## config.mk

```make
export PLATFORM = sky130hd
export DESIGN_NAME = vend_sequencer
export DESIGN_NICKNAME = d
export VERILOG_FILES = /design/src/rtl/vend_pkg.sv /design/src/rtl/vend_credit_reg.sv /design/src/rtl/vend_sequencer.sv
export SDC_FILE = /design/constraint.sdc
export NUM_CORES = 1
export LEC_CHECK = 0
export CAP_MARGIN = 5
export CELL_PAD_IN_SITES_DETAIL_PLACEMENT = 0
export CELL_PAD_IN_SITES_GLOBAL_PLACEMENT = 1
export CORE_MARGIN = 4
export CORE_UTILIZATION = 44
export DETAILED_ROUTE_END_ITERATION = 6
export PLACE_DENSITY_LB_ADDON = 0.1
export SLEW_MARGIN = 20
export SYNTH_ARGS = -nofsm -noshare
export SYNTH_HDL_FRONTEND = slang
export SYNTH_HIERARCHICAL = 1
export SYNTH_SLANG_ARGS = --single-unit
```

## constraint.sdc

```tcl
create_clock -name clk -period 4.25 [get_ports clk]
set_clock_uncertainty 0.2 [all_clocks]
set_input_delay 0.85 -clock clk [delete_from_list [all_inputs] [get_ports clk]]
set_output_delay 0.85 -clock clk [all_outputs]
set_load 0.05 [all_outputs]
```

## src/rtl/vend_pkg.sv

```systemverilog
// Shared constants for the vending sequencer: state codes, selection range, price table.
package vend_pkg;

  // FSM state encoding, also driven out on the debug/LED port
  localparam logic [2:0] StIdle    = 3'd0;
  localparam logic [2:0] StCollect = 3'd1;
  localparam logic [2:0] StVend    = 3'd2;
  localparam logic [2:0] StChange  = 3'd3;

  localparam logic [2:0] SEL_MIN = 3'd1;
  localparam logic [2:0] SEL_MAX = 3'd5;

  localparam int unsigned PRICE_W = 4;

  // Price in coin units for a drink selection; 0 for an invalid selection
  function automatic logic [PRICE_W-1:0] sel_price(input logic [2:0] s);
    logic [PRICE_W-1:0] p;
    case (s)
      3'd1:    p = 4'd2;
      3'd2:    p = 4'd3;
      3'd3:    p = 4'd4;
      3'd4:    p = 4'd5;
      3'd5:    p = 4'd6;
      default: p = 4'd0;
    endcase
    return p;
  endfunction

  function automatic logic sel_valid(input logic [2:0] s);
    return (s >= SEL_MIN) && (s <= SEL_MAX);
  endfunction

endpackage

```

## src/rtl/vend_credit_reg.sv

```systemverilog
// Credit register: add with overflow check, subtract clamped at zero.
module vend_credit_reg #(
  parameter int unsigned CREDIT_W = 4
) (
  input  logic                clk_i,
  input  logic                rst_ni,
  input  logic                add_en_i,
  input  logic [1:0]          add_val_i,
  input  logic                sub_en_i,
  input  logic [CREDIT_W-1:0] sub_val_i,
  output logic [CREDIT_W-1:0] credit_o,
  output logic                ovf_o
);

  logic [CREDIT_W-1:0] credit_q, credit_d;
  logic [CREDIT_W:0]   sum;

  // Overflow flag is combinational so the controller can reject in the same cycle
  always_comb begin
    sum   = {1'b0, credit_q} + {{(CREDIT_W-1){1'b0}}, add_val_i};
    ovf_o = sum[CREDIT_W];
  end

  // Next credit: an overflowing add is dropped entirely; subtraction never wraps
  always_comb begin
    credit_d = credit_q;
    if (add_en_i && !ovf_o) begin
      credit_d = sum[CREDIT_W-1:0];
    end else if (sub_en_i) begin
      credit_d = (sub_val_i > credit_q) ? '0 : credit_q - sub_val_i;
    end
  end

  // Credit state
  always_ff @(posedge clk_i or negedge rst_ni) begin
    if (!rst_ni) credit_q <= '0;
    else         credit_q <= credit_d;
  end

  assign credit_o = credit_q;

endmodule

```

## src/rtl/vend_sequencer.sv

```systemverilog
// Vending machine controller: coin collection, price check, vend and change handshakes.
module vend_sequencer
  import vend_pkg::*;
#(
  parameter int unsigned CREDIT_W    = 4,
  parameter int unsigned TIMEOUT_CYC = 16
) (
  input  logic                clk,
  input  logic                rst,
  input  logic                M1,
  input  logic                M2,
  input  logic [2:0]          sel,
  input  logic                cancel,
  input  logic                vend_ack,
  input  logic                coin_ack,
  output logic [CREDIT_W-1:0] credit,
  output logic                vend_req,
  output logic [2:0]          bebida,
  output logic                change_req,
  output logic                coin_reject,
  output logic                to,
  output logic [2:0]          state
);

  localparam int unsigned CNT_W = (TIMEOUT_CYC > 2) ? $clog2(TIMEOUT_CYC) : 1;

  logic [2:0]          state_q, state_d;
  logic [2:0]          sel_q, sel_d;
  logic [CNT_W-1:0]    cnt_q, cnt_d;
  logic                vend_req_q, vend_req_d;
  logic [2:0]          bebida_q, bebida_d;
  logic                change_req_q, change_req_d;
  logic                coin_reject_q, coin_reject_d;
  logic                to_q, to_d;

  logic [CREDIT_W-1:0] credit_q;
  logic                ovf;
  logic                add_en, sub_en;
  logic [1:0]          coin_val;
  logic [CREDIT_W-1:0] sub_val;
  logic                coin_in, take;
  logic [PRICE_W-1:0]  new_price, vend_price;

  vend_credit_reg #(
    .CREDIT_W (CREDIT_W)
  ) u_credit (
    .clk_i     (clk),
    .rst_ni    (rst),
    .add_en_i  (add_en),
    .add_val_i (coin_val),
    .sub_en_i  (sub_en),
    .sub_val_i (sub_val),
    .credit_o  (credit_q),
    .ovf_o     (ovf)
  );

  // Coin decode and acceptance; coins only count while collecting
  always_comb begin
    coin_val      = {1'b0, M1} + {M2, 1'b0};
    coin_in       = M1 | M2;
    take          = coin_in && !ovf && ((state_q == StIdle) || (state_q == StCollect));
    add_en        = take;
    coin_reject_d = coin_in && !take;
    new_price     = sel_price(sel);
    vend_price    = sel_price(sel_q);
  end

  // Next-state logic; price check uses the pre-add credit
  always_comb begin
    state_d = state_q;
    sel_d   = sel_q;
    cnt_d   = '0;
    to_d    = 1'b0;
    sub_en  = 1'b0;
    sub_val = '0;
    case (state_q)
      StIdle: begin
        if (take) state_d = StCollect;
      end
      StCollect: begin
        cnt_d = take ? '0 : cnt_q + CNT_W'(1);
        if (cancel) begin
          state_d = StChange;
        end else if (cnt_q == CNT_W'(TIMEOUT_CYC - 1)) begin
          state_d = StChange;
          to_d    = 1'b1;
        end else if (sel_valid(sel) && (32'(credit_q) >= 32'(new_price))) begin
          state_d = StVend;
          sel_d   = sel;
        end
        if (state_d != StCollect) cnt_d = '0;
      end
      StVend: begin
        if (vend_ack) begin
          sub_en  = 1'b1;
          sub_val = CREDIT_W'(vend_price);
          state_d = (32'(credit_q) > 32'(vend_price)) ? StChange : StIdle;
        end
      end
      StChange: begin
        if (credit_q == '0) begin
          state_d = StIdle;
        end else if (coin_ack) begin
          sub_en  = 1'b1;
          sub_val = CREDIT_W'(1);
          if (credit_q == CREDIT_W'(1)) state_d = StIdle;
        end
      end
      default: state_d = StIdle;
    endcase
    vend_req_d   = (state_d == StVend);
    bebida_d     = (state_d == StVend) ? sel_d : 3'd0;
    change_req_d = (state_d == StChange);
  end

  // Controller state and registered outputs
  always_ff @(posedge clk or negedge rst) begin
    if (!rst) begin
      state_q       <= StIdle;
      sel_q         <= 3'd0;
      cnt_q         <= '0;
      vend_req_q    <= 1'b0;
      bebida_q      <= 3'd0;
      change_req_q  <= 1'b0;
      coin_reject_q <= 1'b0;
      to_q          <= 1'b0;
    end else begin
      state_q       <= state_d;
      sel_q         <= sel_d;
      cnt_q         <= cnt_d;
      vend_req_q    <= vend_req_d;
      bebida_q      <= bebida_d;
      change_req_q  <= change_req_d;
      coin_reject_q <= coin_reject_d;
      to_q          <= to_d;
    end
  end

  assign credit      = credit_q;
  assign vend_req    = vend_req_q;
  assign bebida      = bebida_q;
  assign change_req  = change_req_q;
  assign coin_reject = coin_reject_q;
  assign to          = to_q;
  assign state       = state_q;

endmodule

```

==> results of run 1 <==
==> report_power, final <==
group / internal, uW / leakage (uW) / switching, uW / total (uW)
sequential: 251 / 0.000271 / 94.6 / 346
combinational: 283 / 0.000540 / 434 / 717
clock: 35.1 / 0.0000177 / 61.4 / 96.5
total: 569 / 0.000829 / 590 / 1160
==> layout by cell type (no fill, tap or decap), drive strengths merged, types with 2 or more instances in the layout <==
master / count
or3b: 2
dfrtp: 21
o21ai: 10
nor2b: 4
nor3: 12
nand4: 3
clkbuf: 3
nor3b: 2
a31oi: 3
xnor2: 4
clkdlybuf4s50: 23
inv: 16
nand2b: 4
mux2i: 2
ha: 14
a21oi: 14
conb: 2
o21bai: 2
nor2: 10
nand3: 4
o211ai: 3
xor2: 2
a2bb2oi: 2
a211oi: 2
nand2: 7
a21bo: 3
fa: 2
==> Yosys cell counts, types with 2 or more instances <==
library cell,count
fa_1,2
xor2_1,2
dfrtp_1,21
xnor2_1,4
ha_1,14
a21oi_1,14
nor3_1,12
o21bai_1,2
clkbuf_1,4
nand2b_1,4
nand3_1,3
nand4_1,3
a2bb2oi_1,2
inv_1,16
o211ai_1,3
a31oi_1,3
nor2b_1,4
o21ai_0,10
mux2i_1,2
or3b_1,2
nor3b_1,2
nand2_1,7
a21bo_1,3
nor2_1,9
==> logic make-up (layout without fill, tap and decap cells) <==
kind of cell	count (synthesis)	in the layout	synth area share
fa+ha+maj	16	16	0.138
other cells	1	2	0.00240
compound gates	49	49	0.213
xor+xnor	6	6	0.0337
mux	3	3	0.0200
simple gates	54	54	0.201
flops	21	21	0.337
buf+inv	21	44	0.0553
==> area by class of cell <==
class	instances	area, um2
sequential	21	526
fill	303	1530
tap	46	57.6
clock inverter	1	5.00
clock buffer	3	22.5
timing repair buffer	24	238
multi-input combinational	130	952
inverter	16	60.1
==> worst min-delay path by stage <==
stage	start	to	slack, ns	cells after the start
after floorplan	cnt_q[0]	cnt_q[0]	0.24	1
after global placement	cnt_q[0]	cnt_q[0]	0.25	1
after detailed placement	cnt_q[0]	cnt_q[0]	0.26	1
after CTS	cnt_q[0]	cnt_q[0]	0.28	1
after global routing	cnt_q[0]	cnt_q[0]	0.31	1
final	cnt_q[0]	cnt_q[0]	0.28	1
==> per-stage QoR <==
stage / power (uW) / std cells / instance area (um2)
final: 1160 / 241 / 1860
after global routing: 1270 / 241 / 1860
after CTS: 1170 / 241 / 1860
after detailed placement: 1060 / 237 / 1830
after global placement: 1040 / 237 / 1830
after floorplan: 857 / 172 / 1560
==> per-layer routing <==
layer,up-vias,track usage,share of wire
li1,665,-,-
met1,628,0.248,0.50
met2,41,0.258,0.44
met3,6,0.0233,0.046
met4,0,0.0709,0.017
met5,-,0,0
==> flip-flops by register name (all words and copies together) (netlist names) <==
| signal | count |
|---|---|
| state | 3 |
| bebida | 3 |
| to | 1 |
| cnt_q | 4 |
| change_req | 1 |
| coin_reject | 1 |
| sel_q | 3 |
| vend_req | 1 |
| u_credit/credit_o | 4 |
==> worst max-delay path: cells and delay by family <==
kind                       cells  cell delay (ns)
buffers and inverters          3             0.72
and+or+nand+nor                4             0.98
adders and majority gates      2             0.43
AOI/OAI and AO/OA              2             0.26
==> qor.yml, run 1 <==
overflow: 0
vias: 1340
arrival_ns: 3.25
port_buffers: 23
yosysSeqAreaShare: 0.337
rows: 21
clk_path_buf_depth: 2
max_freq_mhz: 307
period_minus_slack_ns: 3.26
grt_max_degree: 22
cts_hold_buf: 0
yosys-top-cells-area: "dfrtp_1 (34%), ha_1 (11%), a21oi_1 (4.5%)"
synth_edf_count: 0
hold_violations: 0
synth_top_area_frac: 0.337
cts_tree: "done"
antenna_cells: 0
crit_type: "in2reg"
drv_slew: 0
path_max_fanout: 8
tns_ns: 0
post-route-drc-count: 0
rr_worst_depth: 10
postCtsResizedCells: 0
rsz0062_at_grt: "false"
synth.ff_latch_count: 21
fin_nets: 222
syn_area_per_cell_um2: 9.12
area_growth_pct: 19.2
synth_area_mm2: 0.00156
synthArstFlopShare: 1.00
wl_mm: 3.49
cp-end-kind: "flip-flop"
synth_flop_cell: "dfrtp_1"
hold_path_class: "reg2reg"
grt_pass1_wl_mm: 5.87
status: "finished clean"
reg2reg_from: "sel_q[1]"
boundaryPins: 24
cts_made_buffers: 3
worst_slack_ns: 0.995
cts_root_buf: "clkbuf_4"
yosysTopAreaCell: "dfrtp_1"
r2r_slack_ns: 1.30
antenna_found_initial: 0
place_congestion: 0.765
cp_cell_sequence: "clkdlybuf4s50_1 > ha_1 > inv_1 > fa_1 > and3b_1 > nor4_1 > buf_4 > nand2_1 > or3b_1 > a31oi_1 > o21ai_0"
clock-sinks: 21
die_w_um: 67.6
relSlewSlack: 0.372
insertion_delay_ns: 0.30
cts_setup_buffers: 0
track_usage: 0.172
wl_per_cell_um: 14.5
place_ws_ns: 0.688
tightest_slew_ns: 0.939
postRouteAntennaNets: 0
clk_pin_slew_ns: 0.12
cp_slowest_stage_delay_ns: 0.43
design.die.area_mm2: 0.00456
worstSetupStartpoint: "M1"
synth_cell_types: 47
initial_core_util: 0.460
syn_inst: 171
r2r_end: "change_req"
cts.htree.levels: 1
finalCritPeriodShare: 0.766
firstDrtPassIters: 4
dp_hpwl_mm: 2.76
max-cap-violations: 0
fin_util: 0.549
powerDensity_mw_per_mm2: 623
drive_above_1_share: 0.0667
viasPerCell: 5.56
crit_required_ns: 4.25
finalSetupViolCount: 0
critPathSlowestCell: "clkdlybuf4s50_1"
endpoint: "u_credit/credit_o[3]"
yosys_warnings: 6
vdd_drop_max_mv: 0.360
die_h_um: 67.6
hold_slack_ns: 0.276
grt_pass1_vias: 1265
leakage_uw: 0.000829
core_area_mm2: 0.00339
start_kind: "input port"
drtIter0Drc: 89
No activity file was read; power rests on OpenSTA's default activity.
==> run 2, diff against run 1 <==
Settings changed: CORE_UTILIZATION 44 to 41.
Clock period 4.25 ns to 3.3 ns, I/O delays scaled along.
==> run 2 against run 1 <==
Combinational power up 34%. Critical path depth down 1. Routed wire length up 1.2%. Sequential power up 25%. Setup slack worse by 0.67 ns. Largest cell class unchanged. Sequential share of layout area down 1.4 points. Utilization down 1.5 points. Final cell count up 4.6%. First-iteration DRC count down 56%. Clock-buffer cell count up 1.
==> qor.yml, run 2 (synthesis results as in run 1) <==
stdcell_count: 252
dp_hpwl_mm: 2.82
postRouteAntennaNets: 0
hold_path_class: "reg2reg"
grt_pass1_vias: 1272
seqCellArea_um2: 526
cts_hold_buf: 0
initial_core_util: 0.426
path_max_fanout: 4
area_growth_pct: 25.3
clock-sinks: 21
boundaryPins: 24
antenna_found_initial: 0
pwr-share-seq: 0.277
tightest_slew_ns: 0.559
hold_slack_ns: 0.269
start_kind: "input port"
switchingPower_uw: 762
finalCritPeriodShare: 0.901
p_sw_frac: 0.488
crit_required_ns: 3.24
track_usage: 0.160
tns_ns: 0
internal_power_uw: 801
power_frac_clock: 0.109
die_w_um: 69.7
postCtsResizedCells: 0
powerDensity_mw_per_mm2: 800
cts_made_buffers: 3
cts_root_buf: "clkbuf_8"
overflow: 0
vias: 1321
clk_path_buf_depth: 2
multiInputGateArea_um2: 958
core_area_mm2: 0.00366
wl_mm: 3.54
status: "finished clean"
antenna_cells: 0
drtIter0Drc: 39
hold_violations: 0
nFillCells: 359
cts_setup_buffers: 0
wl_per_cell_um: 14.0
place_congestion: 0.823
insertion_delay_ns: 0.26
final_common_cell: "clkdlybuf4s50_1"
grt_max_degree: 22
leakage_uw: 0.000879
dpl.cell_count: 248
design.die.area_mm2: 0.00486
die_h_um: 69.7
fin_nets: 231
firstDrtPassIters: 4
vdd_drop_max_mv: 0.418
period_minus_slack_ns: 2.97
rsz0062_at_grt: "false"
finalSetupViolCount: 0
port_buffers: 23
crit_type: "in2reg"
relSlewSlack: 0.624
rows: 22
cts.htree.levels: 1
layout_common_cells: "clkdlybuf4s50_1 (23), dfrtp_1 (21), inv_1 (16), a21oi_1 (14), ha_1 (14)"
drive_above_1_share: 0.108
grt_pass1_wl_mm: 6.20
drv_slew: 0
max-cap-violations: 0
post-route-drc-count: 0
max_freq_mhz: 336
viasPerCell: 5.24
cts_tree: "done"
combPwrFrac: 0.614
arrival_ns: 2.91
cp-end-kind: "flip-flop"
clk_pin_slew_ns: 0.07
run 2: final timing paths:
kind / to / slack, ns / start / cells after the start
worst max-delay path: u_credit/credit_o[3] / 0.33 / M1 / 10
worst min-delay path: cnt_q[0] / 0.27 / cnt_q[0] / 1
worst max register to register: u_credit/credit_o[2] / 0.36 / sel_q[1] / 11
worst min register to register: cnt_q[0] / 0.27 / cnt_q[0] / 1
max in group asynchronous: u_credit/credit_o[0] / 2.15 / rst / 2
min in group asynchronous: vend_req / 0.54 / rst / 2
run 2: layout make-up:
| class | instances | area share |
|---|---|---|
| Multi-Input combinational cell | 130 | 0.490 |
| Sequential cell | 21 | 0.269 |
| Timing Repair Buffer | 33 | 0.156 |
| Inverter | 16 | 0.0307 |
| Tap cell | 48 | 0.0307 |
| Clock buffer | 4 | 0.0230 |
run 2: power groups by stage:
stage | sequential [uW] | clock [uW] | combinational, uW
after floorplan | 564 | 0 | 540
after global placement | 438 | 0 | 931
after detailed placement | 439 | 0 | 959
after CTS | 433 | 176 | 964
after global routing | 453 | 189 | 1060
final | 433 | 170 | 959
run 2: stage by stage:
step | worst slack [ns] | cell area (um2) | total power (uW) | util
5_1_grt | 0.179 | 1950 | 1710 | 0.534
6_report | 0.328 | 1950 | 1560 | 0.534
3_5_place_dp | -0.0887 | 1900 | 1400 | 0.520
3_3_place_gp | 0.0919 | 1900 | 1370 | 0.520
2_1_floorplan | 0.196 | 1560 | 1100 | -
4_1_cts | 0.180 | 1950 | 1570 | 0.532
run 2: per-layer routing:
metal	vias to the layer above	share of wire	GRT usage
met2	23	0.47	0.258
met5	-	0	0
li1	682	-	-
met1	608	0.47	0.207
met4	0	0.016	0.0532
met3	8	0.041	0.0435
run 2: critical path, stage by stage:
cell and delay (ns):
clkdlybuf4s50_1 0.42, ha_1 0.22, inv_1 0.07, fa_1 0.18
and3b_1 0.20, nor4_2 0.38, nand2_1 0.15, or3b_1 0.37
a31oi_1 0.16, o21ai_0 0.10
==> run 3, diff against run 2 <==
Settings changed: CELL_PAD_IN_SITES_DETAIL_PLACEMENT 0 to unset, CELL_PAD_IN_SITES_GLOBAL_PLACEMENT 1 to unset, CORE_ASPECT_RATIO set to 1.5, CORE_UTILIZATION 41 to 45, PLACE_DENSITY set to 0.69, PLACE_DENSITY_LB_ADDON 0.1 to unset.
==> run 3 against run 2 <==
Flip-flop and latch count is the same. Routed wire length increased by 1.6%. Register-to-register slack worse by 0.05 ns. Clock-buffer cell count down 1. Critical path depth unchanged. Highest routed layer unchanged. Via count increased by 3.7%.
==> qor.yml, run 3 (synthesis results as in run 1) <==
boundaryPins: 24
rows: 25
dp_hpwl_mm: 2.87
hold_violations: 0
arrival_ns: 3.11
fin_nets: 228
hold_path_class: "reg2reg"
track_usage: 0.163
powerDensity_mw_per_mm2: 817
drive_above_1_share: 0.0945
nFillCells: 305
critPathSlowestCell: "nor4_1"
wl_mm: 3.60
cpLargestDelayFamily: "simple AND/OR/NAND/NOR gates"
cp_cell_sequence: "clkdlybuf4s50_1 > ha_1 > inv_1 > fa_1 > and3b_1 > nor4_1 > nand2_1 > or3b_1 > a31oi_1 > o21ai_0"
place_ws_ns: -0.0649
antenna_cells: 0
cts.htree.levels: 1
cp_slowest_stage_delay_ns: 0.44
final_common_cell: "clkdlybuf4s50_1"
cts_tree: "done"
postCtsResizedCells: 0
finalCritPeriodShare: 0.958
max-cap-violations: 0
r2r_slack_ns: 0.31
tns_ns: 0
rr_worst_depth: 11
hold_slack_ns: 0.275
worstSetupStartpoint: "M1"
start_kind: "input port"
antenna_found_initial: 0
relSlewSlack: 0.383
cts_root_buf: "clkbuf_8"
layout_common_cells: "clkdlybuf4s50_1 (23), dfrtp_1 (21), inv_1 (16), a21oi_1 (14), ha_1 (14)"
cts_hold_buf: 0
cts_setup_buffers: 0
clock-sinks: 21
crit_cells: 10
clk_pin_slew_ns: 0.08
area_growth_pct: 23.0
cts_made_buffers: 3
vias: 1370
tightest_slew_ns: 0.923
cp-end-kind: "flip-flop"
viasPerCell: 5.68
critPathBufInv: 2
place_area_mm2: 0.00187
port_buffers: 23
p_total_uw: 1570
core_area_mm2: 0.00325
crit_type: "in2reg"
path_max_fanout: 4
worst_slack_ns: 0.140
endpoint: "u_credit/credit_o[3]"
grt_pass1_vias: 1335
drv_slew: 0
firstDrtPassIters: 4
finalSetupViolCount: 0
fin_area_mm2: 0.00192
initial_core_util: 0.480
rsz0062_at_grt: "false"
r2r_end: "u_credit/credit_o[2]"
die_w_um: 56.1
place_congestion: 0.845
drtIter0Drc: 23
crit_required_ns: 3.25
die_h_um: 80.1
period_minus_slack_ns: 3.16
max_freq_mhz: 316
clk_path_buf_depth: 2
reg2reg_from: "sel_q[1]"
post-route-drc-count: 0
postRouteAntennaNets: 0
status: "finished clean"
design.die.area_mm2: 0.00449
vdd_drop_max_mv: 0.593
leakage_uw: 0.000863
insertion_delay_ns: 0.26
grt_max_degree: 22
overflow: 0
wl_per_cell_um: 14.9
grt_pass1_wl_mm: 5.82
run 3: cell types whose count changed in the layout (fill, tap and decap cells not counted), sizes merged:
cell,before,now
buf,10,7
clkinvlp,0,1
clkbuf,4,3
run 3: power breakdown:
group	switching, uW	internal [uW]
Sequential	109	324
Combinational	573	387
Clock	89.3	85.4
Total	771	796
run 3: layout make-up:
type / count / area, um2 / area share
Tap cell: 40 / 50.0 / 0.0261
Sequential cell: 21 / 526 / 0.274
Clock inverter: 1 / 7.51 / 0.00391
Timing Repair Buffer: 30 / 283 / 0.147
Inverter: 16 / 60.1 / 0.0313
Multi-Input combinational cell: 130 / 952 / 0.496
Clock buffer: 3 / 41.3 / 0.0215
run 3: worst min-delay path by stage:
stage / from / endpoint / depth (start not counted)
2_1_floorplan: rst / bebida[0] / 0
3_3_place_gp: cnt_q[0] / cnt_q[0] / 1
3_5_place_dp: cnt_q[0] / cnt_q[0] / 1
4_1_cts: cnt_q[0] / cnt_q[0] / 1
5_1_grt: cnt_q[0] / cnt_q[0] / 1
6_report: cnt_q[0] / cnt_q[0] / 1
run 3: routing by layer:
metal	part of all wire	GRT usage	routed length, um	up-vias
li1	-	-	-	676
met1	0.41	0.179	1460	642
met2	0.52	0.307	1870	44
met3	0.051	0.0225	182	8
met4	0.022	0.0713	79	0
met5	0	0	0	-
run 3: through the flow:
stage                     cells   util
final                       241  0.590
after CTS                   241  0.590
after floorplan             172      -
after global routing        241  0.590
after global placement      237  0.575
after detailed placement    237  0.575
